## config.mk

```make
export PLATFORM = sky130hd
export DESIGN_NAME = priority_encoder_16_to_4
export DESIGN_NICKNAME = d
export VERILOG_FILES = /design/src/rtl/priority_encoder_16_to_4_pkg.sv /design/src/rtl/priority_encoder_16_to_4_pick.sv /design/src/rtl/priority_encoder_16_to_4.sv
export SDC_FILE = /design/constraint.sdc
export NUM_CORES = 1
export LEC_CHECK = 0
export CORE_ASPECT_RATIO = 0.6
export CORE_MARGIN = 5
export CORE_UTILIZATION = 25
export CTS_CLUSTER_DIAMETER = 120
export DETAILED_ROUTE_END_ITERATION = 10
export PLACE_DENSITY = 0.49
export SKIP_CTS_REPAIR_TIMING = 1
export SYNTH_ARGS = -nofsm -noshare
export SYNTH_HDL_FRONTEND = slang
export SYNTH_SLANG_ARGS = --single-unit
```

## constraint.sdc

```tcl
create_clock -name clk -period 6.6 [get_ports clk]
set_clock_uncertainty 0.1 [all_clocks]
set_input_delay 0.99 -clock clk [delete_from_list [all_inputs] [get_ports clk]]
set_output_delay 0.99 -clock clk [all_outputs]
set_load 0.02 [all_outputs]
```

## src/rtl/priority_encoder_16_to_4_pkg.sv

```systemverilog
// Shared definitions for the 16-to-4 priority encoder.
//   N       : request vector width
//   W       : encoded index width
//   state_t : presenter FSM states (IDLE: nothing offered, PRESENT: out valid)
//   idx_t   : encoded index type
package priority_encoder_16_to_4_pkg;
    localparam int N = 16;
    localparam int W = 4;

    typedef logic [W-1:0] idx_t;

    typedef enum logic {
        IDLE    = 1'b0,
        PRESENT = 1'b1
    } state_t;
endpackage

```

## src/rtl/priority_encoder_16_to_4_pick.sv

```systemverilog
// encoder_pick_16: combinational index picker.
//   cand  : candidate request vector
//   start : scan start pointer (round-robin mode only)
//   rr    : 1 = first set bit scanning upward from start, wrapping 15 -> 0
//           0 = highest set bit (caller ties start to 0)
//   idx   : selected index (0 when nothing is set)
//   any   : at least one candidate bit set
module encoder_pick_16
    import priority_encoder_16_to_4_pkg::*;
(
    input  logic [N-1:0] cand,
    input  idx_t         start,
    input  logic         rr,
    output idx_t         idx,
    output logic         any
);
    idx_t j;

    always_comb begin
        any = |cand;
        idx = '0;
        j   = '0;
        if (rr) begin
            // Scan farthest-first so the closest set bit at/after start wins.
            for (int i = N - 1; i >= 0; i--) begin
                j = start + W'(i);
                if (cand[j]) idx = j;
            end
        end else begin
            // Ascending scan: last hit is the highest set index.
            for (int i = 0; i < N; i++) begin
                if (cand[i]) idx = W'(i);
            end
        end
    end
endmodule

```

## src/rtl/priority_encoder_16_to_4.sv

```systemverilog
// priority_encoder_16_to_4: sticky-pending priority encoder with a
// valid/ready presentation port.
//   clk, rst : clock, synchronous active-high reset
//   ena      : gates request capture and new selections
//   in       : multi-hot request vector (sampled each cycle)
//   out      : registered index being presented
//   valid    : registered, out holds a live request
//   ready    : consumer accepts out (handshake = valid && ready)
//   pending  : sticky pending-request register
// Parameter RR: 0 = fixed priority (highest index), 1 = round-robin.
module priority_encoder_16_to_4
    import priority_encoder_16_to_4_pkg::*;
#(
    parameter bit RR = 1'b0
) (
    input  logic         clk,
    input  logic         rst,
    input  logic         ena,
    input  logic [N-1:0] in,
    output logic [W-1:0] out,
    output logic         valid,
    input  logic         ready,
    output logic [N-1:0] pending
);
    state_t       state, state_d;
    idx_t         out_d, ptr, ptr_d, start, pick;
    logic [N-1:0] clr, cand, pending_d;
    logic         hs, any;

    assign valid = (state == PRESENT);

    always_comb begin
        hs        = valid && ready;
        clr       = hs ? (N'(1) << out) : '0;
        // New requests are excluded from this cycle's candidates; they only
        // become eligible once they land in pending.
        cand      = pending & ~clr;
        // A re-request of the bit being cleared re-sets it here.
        pending_d = cand | (in & {N{ena}});
        // On a handshake the pointer is moving past out this same edge.
        start     = RR ? (hs ? out + idx_t'(1) : ptr) : '0;
    end

    encoder_pick_16 u_pick (
        .cand  (cand),
        .start (start),
        .rr    (RR),
        .idx   (pick),
        .any   (any)
    );

    always_comb begin
        state_d = state;
        out_d   = out;
        ptr_d   = hs ? out + idx_t'(1) : ptr;
        case (state)
            IDLE: begin
                if (ena && any) begin
                    out_d   = pick;
                    state_d = PRESENT;
                end
            end
            PRESENT: begin
                // Without ready, out/valid hold regardless of ena or requests.
                if (ready) begin
                    if (ena && any) out_d = pick;
                    else            state_d = IDLE;
                end
            end
            default: state_d = IDLE;
        endcase
    end

    always_ff @(posedge clk) begin
        if (rst) begin
            state   <= IDLE;
            out     <= '0;
            ptr     <= '0;
            pending <= '0;
        end else begin
            state   <= state_d;
            out     <= out_d;
            ptr     <= ptr_d;
            pending <= pending_d;
        end
    end
endmodule
```

==> results of run 1 <==
-- power groups by stage --
stage	combinational (mW)	sequential, mW	clock (mW)
6_report	0.104	0.150	0.0849
3_3_place_gp	0.103	0.153	0
2_1_floorplan	0.0485	0.161	0
3_5_place_dp	0.103	0.152	0
5_1_grt	0.112	0.152	0.0930
4_1_cts	0.104	0.150	0.0876
-- worst register-to-register path: stages (launching register included) --
cell                       delay (ns)
sky130_fd_sc_hd__dfxtp_1         0.44
sky130_fd_sc_hd__nand4b_1        0.29
sky130_fd_sc_hd__o21ai_0         0.59
sky130_fd_sc_hd__nand4_1         0.24
sky130_fd_sc_hd__o41a_1          0.51
sky130_fd_sc_hd__and2_4          0.23
sky130_fd_sc_hd__a211oi_2        0.20
-- cell families (layout without fill, tap and decap cells) --
kind of cell | after synthesis | count (layout) | share of synthesized area (%)
flip-flops | 21 | 21 | 37.0
AND/OR/NAND/NOR | 51 | 51 | 23.6
buffers and inverters | 5 | 45 | 1.65
AO/OA/AOI/OAI | 62 | 62 | 37.7
-- routing by layer --
metal  part of all wire, %  routed length, um
met4                  0.27                 10
met5                     0                  0
met2                    39               1430
met3                   6.4                236
met1                    54               2000
-- cells in the mapped netlist (2+ instances only) --
cell                         n
sky130_fd_sc_hd__a21oi_1    24
sky130_fd_sc_hd__dfxtp_1    21
sky130_fd_sc_hd__nand2_1    16
sky130_fd_sc_hd__o21ai_0    13
sky130_fd_sc_hd__nor2_1      9
sky130_fd_sc_hd__nor3_1      5
sky130_fd_sc_hd__clkbuf_1    4
sky130_fd_sc_hd__nand2b_1    4
sky130_fd_sc_hd__o21a_1      4
sky130_fd_sc_hd__or2_2       4
sky130_fd_sc_hd__a211oi_2    3
sky130_fd_sc_hd__nand4_1     3
sky130_fd_sc_hd__a311o_1     2
sky130_fd_sc_hd__o2111ai_1   2
sky130_fd_sc_hd__o31ai_1     2
sky130_fd_sc_hd__or3_1       2
-- flip-flops by register name (all words and copies together) (netlist names) --
register	count
out	4
pending	16
valid	1
-- through the flow --
step           instances  power (mW)  hold slack, ns  utilization, %
3_5_place_dp         238       0.256           0.443            35.8
5_1_grt              242       0.357           0.498            36.8
4_1_cts              242       0.341           0.459            36.8
6_report             242       0.338           0.454            36.8
3_3_place_gp         238       0.256           0.448            35.8
2_1_floorplan        139       0.209           0.483               -
-- path summary, 6_finish.rpt --
kind / startpoint / endpoint / slack [ns] / depth (start not counted)
max: ready / out[3] / 3.05 / 7
min: pending[12] / pending[12] / 0.45 / 2
max reg2reg: valid / out[3] / 3.91 / 6
min reg2reg: pending[12] / pending[12] / 0.45 / 2
-- layout make-up --
class | instances | area (sq um) | share of cell area, %
Inverter | 1 | 3.75 | 0.228
Clock buffer | 4 | 45.0 | 2.74
Multi-Input combinational cell | 113 | 696 | 42.3
Tap cell | 63 | 78.8 | 4.79
Sequential cell | 21 | 420 | 25.6
Timing Repair Buffer | 40 | 400 | 24.4
==> reports/results.ini, run 1 <==
[timing]
slew_violations = 0
transition_time_at_the_pin_with_the_least_slew_margin_ns = 0.878
final_period_minus_worst_setup_slack_ns = 3.55
layout_worst_path_cycle_share_pct = 53.7
top_achievable_clock_speed_mhz = 282
timing_hold_violations_final = 0
postLayoutSetupSlackWorst_ns = 3.05
setup_total_negative_slack_ns = 0
setup_viol_count_final = 0
worst_slew_margin_rel_pct = 41.3
rsz_0062_raised_after_global_routing = no

[power_and_ir_drop]
pwr_density_cell_nw_per_um2 = 206
power_switching_share_pct = 32.0
seq_power_share_pct = 44.3
worst_case_vdd_ir_drop_mv = 0.0705
pint_mw = 0.230
net_sw_power_mw = 0.108
power.combinational.fraction_pct = 30.6
power_leakage_nw = 0.571
share_clk_of_total_power_pct = 25.1

[job]
cap_viol_max_count = 0

[floorplanning]
floorplan.io_pins = 41
die_area_sq_um = 6030
std_cell_rows = 19
floorplan.die.width_um = 97.0
starting_density_pct = 25.4
die_height_um = 62.2
core_region_area_sq_um = 4470

[setup_path]
worstSetupPathType = in2reg
arrival_ns = 3.62
crit_end_category = flip-flop
cp-start-kind = primary input
worst-path-max-fanout = 6
critical_path.cell_chain = clkdlybuf4s50_1 > nand4b_1 > o21ai_0 > nand4_1 > o41a_1 > and2_4 > a211oi_2
path_buf_inv = 1
critPathTopFamily = compound AO/OA/AOI/OAI gates
crit_required_ns = 6.67
worst_path_max_delay_cell = sky130_fd_sc_hd__o21ai_0
critical-path-max-stage-delay_ns = 0.59

[clock_tree]
clock-sinks = 21
tritoncts = built
cts_made_buffers = 3
cts.path.max_buffers = 2
path_clk_slew_ns = 0.08
clock_insertion_delay_worst_skew_ns = 0.26
ctsHtreeMaxLevel = 1
clock_tree.root_cell = sky130_fd_sc_hd__clkbuf_8

[synthesis]
ys_top_cells_by_area = sky130_fd_sc_hd__dfxtp_1 (37%), sky130_fd_sc_hd__a21oi_1 (11%), sky130_fd_sc_hd__o21ai_0 (5.7%)
synth_cell_types = 37
synth_top_area_cell = sky130_fd_sc_hd__dfxtp_1
seq_area_frac_synth_pct = 37.0
synthFlopType = sky130_fd_sc_hd__dfxtp_1
yosysWarnings = 0
synthesized_cell_area_sq_um = 1130
syn-num-nets = 159
post_synth_edffs = 0
syn_area_per_cell_sq_um = 8.16
ys_async_sr_fraction_pct = 0
post-synth-top-area-fraction_pct = 37.0
synthesized_instance_count = 139
ys_seq_elements = 21

[outcome]
outcome = finished, final reports clean

[global_routing]
antenna_found_initial = 0
global_route_wire_length_before_repair_um = 6020
maximum_number_of_pins_on_one_net_before_global_route_repair = 22
globalRoute.busiestLayer = met1
grt_overflow = 0
via_count_of_the_first_global_routing_pass = 1185
global_route.usage.met2_pct = 16.8
met1_demand_to_capacity_share_in_global_routing_pct = 18.4
use_met3_pct = 4.47
global_route_usage_over_all_layers_pct = 12.2

[detailed_routing]
route.detailed.drc = 0
length_of_the_first_detailed_routing_pass_in_iterations = 4
drt_first_iter_violations = 72
dr_vias_cell = 5.13
via_count = 1242
avgRoutedWirePerCell_um = 15.2
postRouteAntennaNets = 0
route.final.wire_length_um = 3680

[hold_path]
worstHoldPathType = reg2reg

[cells_and_area]
mostFrequentLayoutCell = sky130_fd_sc_hd__clkdlybuf4s50_1
most_frequent_cells_in_the_layout = sky130_fd_sc_hd__clkdlybuf4s50_1 (40), sky130_fd_sc_hd__a21oi_1 (24), sky130_fd_sc_hd__dfxtp_1 (21)
final_area_sq_um = 1640
n_antenna_cell = 0
finish.net_count = 200
areaGrowthSynthToFinish_pct = 44.9
fill_cells = 480
drive_above_1_share_pct = 8.38

[placement]
finalWeightedCongestion = 0.924
placed_instance_area_sq_um = 1600
buffer_ports.inserted = 40
post-place-ws_ns = 2.88
post_detail_place_hpwl_um = 2880

(Power assumes the default switching activity.)
==> inputs of run 2 (changes only) <==
Settings changed: PLACE_DENSITY 0.49 to 0.51.
Clock period 6.6 ns to 3 ns, I/O delays scaled along.
==> reports/results.ini, run 2 (same netlist as run 1, synthesis figures left out) <==
[setup_path]
worstSetupPathType = in2reg
worst-r2r-cell-count = 6  ; unchanged
arrival_ns = 2.78  ; -0.84 ns
path_buf_inv = 1  ; unchanged
critical_path.cell_chain = clkdlybuf4s50_1 > nand4b_2 > or3_1 > a2bb2o_4 > o41a_1 > and2_4 > a211oi_2
crit_end_category = flip-flop
cp-start-kind = primary input
worst-path-max-fanout = 5  ; -1
timing.rr.end = out[3]
critical-path-max-stage-delay_ns = 0.56  ; -0.03 ns
reg2reg_setup_slack_ns = 0.46  ; -3.45 ns
critPathTopFamily = compound AO/OA/AOI/OAI gates
worst_path_max_delay_cell = sky130_fd_sc_hd__clkdlybuf4s50_1
launch_instance_of_the_worst_register_to_register_path = out[1]
crit_required_ns = 3.07  ; -3.60 ns

[detailed_routing]
drt_first_iter_violations = 56  ; -22%
postRouteAntennaNets = 0  ; unchanged
route.final.wire_length_um = 3920  ; +6.4%
length_of_the_first_detailed_routing_pass_in_iterations = 4  ; unchanged
dr_vias_cell = 5.00  ; -2.7%
avgRoutedWirePerCell_um = 15.4  ; +1.0%
route.detailed.drc = 0  ; unchanged
via_count = 1274  ; +2.6%

[cells_and_area]
finish.net_count = 213  ; +6.5%
largest_register_ff_count = 16  ; unchanged
most_frequent_cells_in_the_layout = sky130_fd_sc_hd__clkdlybuf4s50_1 (40), sky130_fd_sc_hd__a21oi_1 (24), sky130_fd_sc_hd__dfxtp_1 (21)
final_util_pct = 39.0  ; +2.2 points
fill_cells = 476  ; -0.83%
n_antenna_cell = 0  ; unchanged
largest_register = pending
areaGrowthSynthToFinish_pct = 53.5
mostFrequentLayoutCell = sky130_fd_sc_hd__clkdlybuf4s50_1
drive_above_1_share_pct = 14.6  ; +6.2 points

[power_and_ir_drop]
worst_case_vdd_ir_drop_mv = 0.162  ; +130%
total_power_mw = 0.765  ; +130%
power_leakage_nw = 0.628  ; +10%
pwr_density_cell_nw_per_um2 = 439  ; +110%

[floorplanning]
core_region_area_sq_um = 4470  ; unchanged
die_area_sq_um = 6030  ; unchanged
floorplan.io_pins = 41  ; unchanged
die_height_um = 62.2  ; unchanged
std_cell_rows = 19  ; unchanged
starting_density_pct = 25.4  ; unchanged
floorplan.die.width_um = 97.0  ; unchanged

[placement]
finalWeightedCongestion = 0.881  ; -4.7%
post_detail_place_hpwl_um = 3030  ; +5.3%
buffer_ports.inserted = 40  ; unchanged

[timing]
top_achievable_clock_speed_mhz = 369
layout_worst_path_cycle_share_pct = 90.3
setup_total_negative_slack_ns = 0  ; unchanged
rsz_0062_raised_after_global_routing = no
slew_violations = 0  ; unchanged
setup_viol_count_final = 0  ; unchanged
timing_hold_violations_final = 0  ; unchanged
transition_time_at_the_pin_with_the_least_slew_margin_ns = 0.903  ; +0.0256 ns
final_period_minus_worst_setup_slack_ns = 2.71
worst_slew_margin_rel_pct = 39.6  ; -1.7 points

[hold_path]
holdCritStartpoint = pending[0]
whs_endpoint = pending[0]
worstHoldPathType = reg2reg
worst_hold_path.num_cells = 2  ; unchanged

[clock_tree]
cts.path.max_buffers = 2  ; unchanged
clock-sinks = 21  ; unchanged
clock_insertion_delay_worst_skew_ns = 0.26  ; about the same
clock_tree.root_cell = sky130_fd_sc_hd__clkbuf_8
tritoncts = built
ctsHtreeMaxLevel = 1  ; unchanged
path_clk_slew_ns = 0.08  ; about the same
cts_made_buffers = 3  ; unchanged

[global_routing]
maximum_number_of_pins_on_one_net_before_global_route_repair = 22  ; unchanged
antenna_found_initial = 0  ; unchanged
via_count_of_the_first_global_routing_pass = 1252  ; +5.7%
global_route_usage_over_all_layers_pct = 12.9  ; +0.78 points
global_route_wire_length_before_repair_um = 6440  ; +6.9%
grt_overflow = 0  ; unchanged

[outcome]
outcome = finished, final reports clean

[job]
cap_viol_max_count = 0  ; unchanged

run 2: how the worst max path moves through the flow:
| stage | depth (start not counted) | end | startpoint |
|---|---|---|---|
| 6_report | 7 | out[3] | ready |
| 3_3_place_gp | 7 | out[3] | ready |
| 4_1_cts | 7 | out[3] | ready |
| 2_1_floorplan | 6 | out[3] | valid |
| 3_5_place_dp | 7 | out[3] | ready |
| 5_1_grt | 7 | out[3] | ready |
run 2: per-stage QoR:
stage	std cells	worst slack, ns	area [sq um]	hold slack [ns]
floorplan	139	0.644	1130	0.418
global placement	251	0.108	1700	0.452
detailed placement	251	0.0348	1700	0.437
CTS	255	0.305	1740	0.451
global route	255	0.169	1740	0.478
finish	255	0.292	1740	0.450
run 2: worst min-delay path, stage by stage (launching register included):
cell and delay [ns]:
sky130_fd_sc_hd__dfxtp_1 0.32, sky130_fd_sc_hd__o21ai_0 0.11, sky130_fd_sc_hd__a21oi_1 0.07
run 2: area by class of cell:
cell class              instances  area (sq um)  share of cell area [%]
clock buffers                   4          45.0                    2.59
well taps                      63          78.8                    4.53
inverters                       1          3.75                   0.216
multi-input cells             113           696                    39.9
repair buffers                 53           498                    28.6
flip-flops and latches         21           420                    24.1
run 2: power by group:
part | switching (mW) | total, mW | internal [mW] | leakage, nW
clock | 0.0943 | 0.189 | 0.0947 | 0.0228
sequential | 0.0302 | 0.331 | 0.301 | 0.174
combinational | 0.120 | 0.245 | 0.125 | 0.431
total | 0.245 | 0.765 | 0.521 | 0.628
run 2: per-layer routing:
layer	wire length, um	global-route usage [%]
met5	0	0
met4	19	2.80
met3	289	5.37
met1	2080	18.5
met2	1530	17.9
==> inputs of run 3 (changes only) <==
Settings changed: CTS_CLUSTER_SIZE set to 40, PLACE_DENSITY 0.51 to 0.49.
Clock period 3 ns to 2.6 ns, I/O delays scaled along.
==> reports/results.ini, run 3 (same netlist as run 1, synthesis figures left out) <==
[global_routing]
global_route_wire_length_before_repair_um = 6890  ; +7.0%
via_count_of_the_first_global_routing_pass = 1371  ; +9.5%
grt_overflow = 0  ; unchanged
maximum_number_of_pins_on_one_net_before_global_route_repair = 22  ; unchanged
global_route_usage_over_all_layers_pct = 13.9  ; +0.98 points
antenna_found_initial = 0  ; unchanged

[floorplanning]
starting_density_pct = 25.4  ; unchanged
die_area_sq_um = 6030  ; unchanged
floorplan.die.width_um = 97.0  ; unchanged
floorplan.io_pins = 41  ; unchanged
core_region_area_sq_um = 4470  ; unchanged
std_cell_rows = 19  ; unchanged
die_height_um = 62.2  ; unchanged

[cells_and_area]
largest_register = pending
most_frequent_cells_in_the_layout = sky130_fd_sc_hd__clkdlybuf4s50_1 (39), sky130_fd_sc_hd__a21oi_1 (24), sky130_fd_sc_hd__buf_4 (23)
areaGrowthSynthToFinish_pct = 61.6
mostFrequentLayoutCell = sky130_fd_sc_hd__clkdlybuf4s50_1
largest_register_ff_count = 16  ; unchanged
finish.net_count = 223  ; +4.7%
final_area_sq_um = 1830  ; +5.3%
final_util_pct = 41.0  ; +2.1 points
drive_above_1_share_pct = 19.8  ; +5.2 points
n_antenna_cell = 0  ; unchanged

[power_and_ir_drop]
seq_power_share_pct = 42.6  ; -0.6 points
power_switching_share_pct = 32.3  ; +0.33 points
pint_mw = 0.607  ; +17%
net_sw_power_mw = 0.290  ; +18%
power.combinational.fraction_pct = 32.8  ; +0.7 points
power_leakage_nw = 0.696  ; +11%
worst_case_vdd_ir_drop_mv = 0.152  ; -6.3%
share_clk_of_total_power_pct = 24.6  ; about the same
pwr_density_cell_nw_per_um2 = 489  ; +11%

[timing]
slew_violations = 0  ; unchanged
worst_slew_margin_rel_pct = 39.8  ; +0.25 points
rsz_0062_raised_after_global_routing = no
final_period_minus_worst_setup_slack_ns = 2.44
transition_time_at_the_pin_with_the_least_slew_margin_ns = 0.899  ; -0.00381 ns
top_achievable_clock_speed_mhz = 409
timing_hold_violations_final = 0  ; unchanged
setup_total_negative_slack_ns = 0  ; unchanged
setup_viol_count_final = 0  ; unchanged
layout_worst_path_cycle_share_pct = 93.9

[job]
cap_viol_max_count = 0  ; unchanged

[clock_tree]
cts.path.max_buffers = 2  ; unchanged
cts_made_buffers = 3  ; unchanged
tritoncts = built
clock_insertion_delay_worst_skew_ns = 0.27  ; about the same
ctsHtreeMaxLevel = 1  ; unchanged
clock-sinks = 21  ; unchanged
clock_tree.root_cell = sky130_fd_sc_hd__clkbuf_8
path_clk_slew_ns = 0.08  ; about the same

[detailed_routing]
dr_wl_met3_um = 304  ; +5.2%
drt_first_iter_violations = 60  ; +7.1%
topRoutingLayerUsed = met4
met1Wirelength_um = 2060  ; -1.2%
avgRoutedWirePerCell_um = 15.6  ; +1.4%
route.detailed.drc = 0  ; unchanged
postRouteAntennaNets = 0  ; unchanged
dr_vias_cell = 5.03  ; +0.68%
route.final.wire_length_um = 4120  ; +5.3%
dr_wl_met2_um = 1740  ; +14%
via_count = 1333  ; +4.6%
length_of_the_first_detailed_routing_pass_in_iterations = 4  ; unchanged

[setup_path]
arrival_ns = 2.51  ; -0.27 ns
cp-start-kind = flip-flop
worst-path-max-fanout = 9  ; +4
worstSetupPathType = reg2reg
crit_end_category = flip-flop
crit_required_ns = 2.67  ; -0.40 ns

[placement]
placed_instance_area_sq_um = 1760  ; +4.0%
post_detail_place_hpwl_um = 3250  ; +7.4%
finalWeightedCongestion = 0.894  ; +1.5%
buffer_ports.inserted = 40  ; unchanged

[hold_path]
worstHoldPathType = reg2reg

[outcome]
outcome = finished, final reports clean

-- run 3: cell count changes in the layout (fill, tap and decap cells not counted), sizes merged --
cell	before	now
buf	13	23
clkdlybuf4s50	40	39
dlymetal6s2s	0	1
-- run 3: worst paths after layout --
kind,slack [ns],endpoint,cells past startpoint,start
min reg2reg,0.47,pending[12],2,pending[12]
max,0.16,out[3],6,out[2]
max reg2reg,0.16,out[3],6,out[2]
min,0.47,pending[12],2,pending[12]
-- run 3: stage by stage --
step                      worst slack [ns]  power (mW)  std cells  hold WS (ns)
final                                0.158       0.897        265         0.470
after global routing                0.0336       0.952        265         0.524
after CTS                          -0.0535       0.909        264         0.470
after detailed placement            -0.330       0.679        260         0.452
after global placement              -0.247       0.676        260         0.462
after floorplan                      0.244       0.532        139         0.358
-- run 3: layout make-up --
cell class              count  area (sq um)
inverters                   1          3.75
clock buffers               4          45.0
fillers                   477          2640
well taps                  63          78.8
multi-input cells         113           709
repair buffers             63           576
flip-flops and latches     21           422
-- run 3: power by group through the flow --
stage / combinational [mW] / clock [mW] / sequential [mW]
after detailed placement: 0.291 / 0 / 0.387
after global routing: 0.320 / 0.245 / 0.387
after floorplan: 0.123 / 0 / 0.409
after CTS: 0.293 / 0.236 / 0.380
final: 0.294 / 0.221 / 0.382
after global placement: 0.289 / 0 / 0.387
-- run 3: worst max-delay path, cell delays in order (launching register included) --
cell                       delay (ns)
sky130_fd_sc_hd__dfxtp_1         0.41
sky130_fd_sc_hd__or2_0           0.36
sky130_fd_sc_hd__nor3_1          0.30
sky130_fd_sc_hd__a2bb2o_4        0.25
sky130_fd_sc_hd__o41a_1          0.50
sky130_fd_sc_hd__and2_4          0.23
sky130_fd_sc_hd__a211oi_2        0.21
-- run 3: routing by layer --
layer / up-vias / GRT usage, %
met5: - / 0
met4: 0 / 2.28
met3: 5 / 5.59
met2: 43 / 21.0
met1: 627 / 19.0
li1: 658 / -
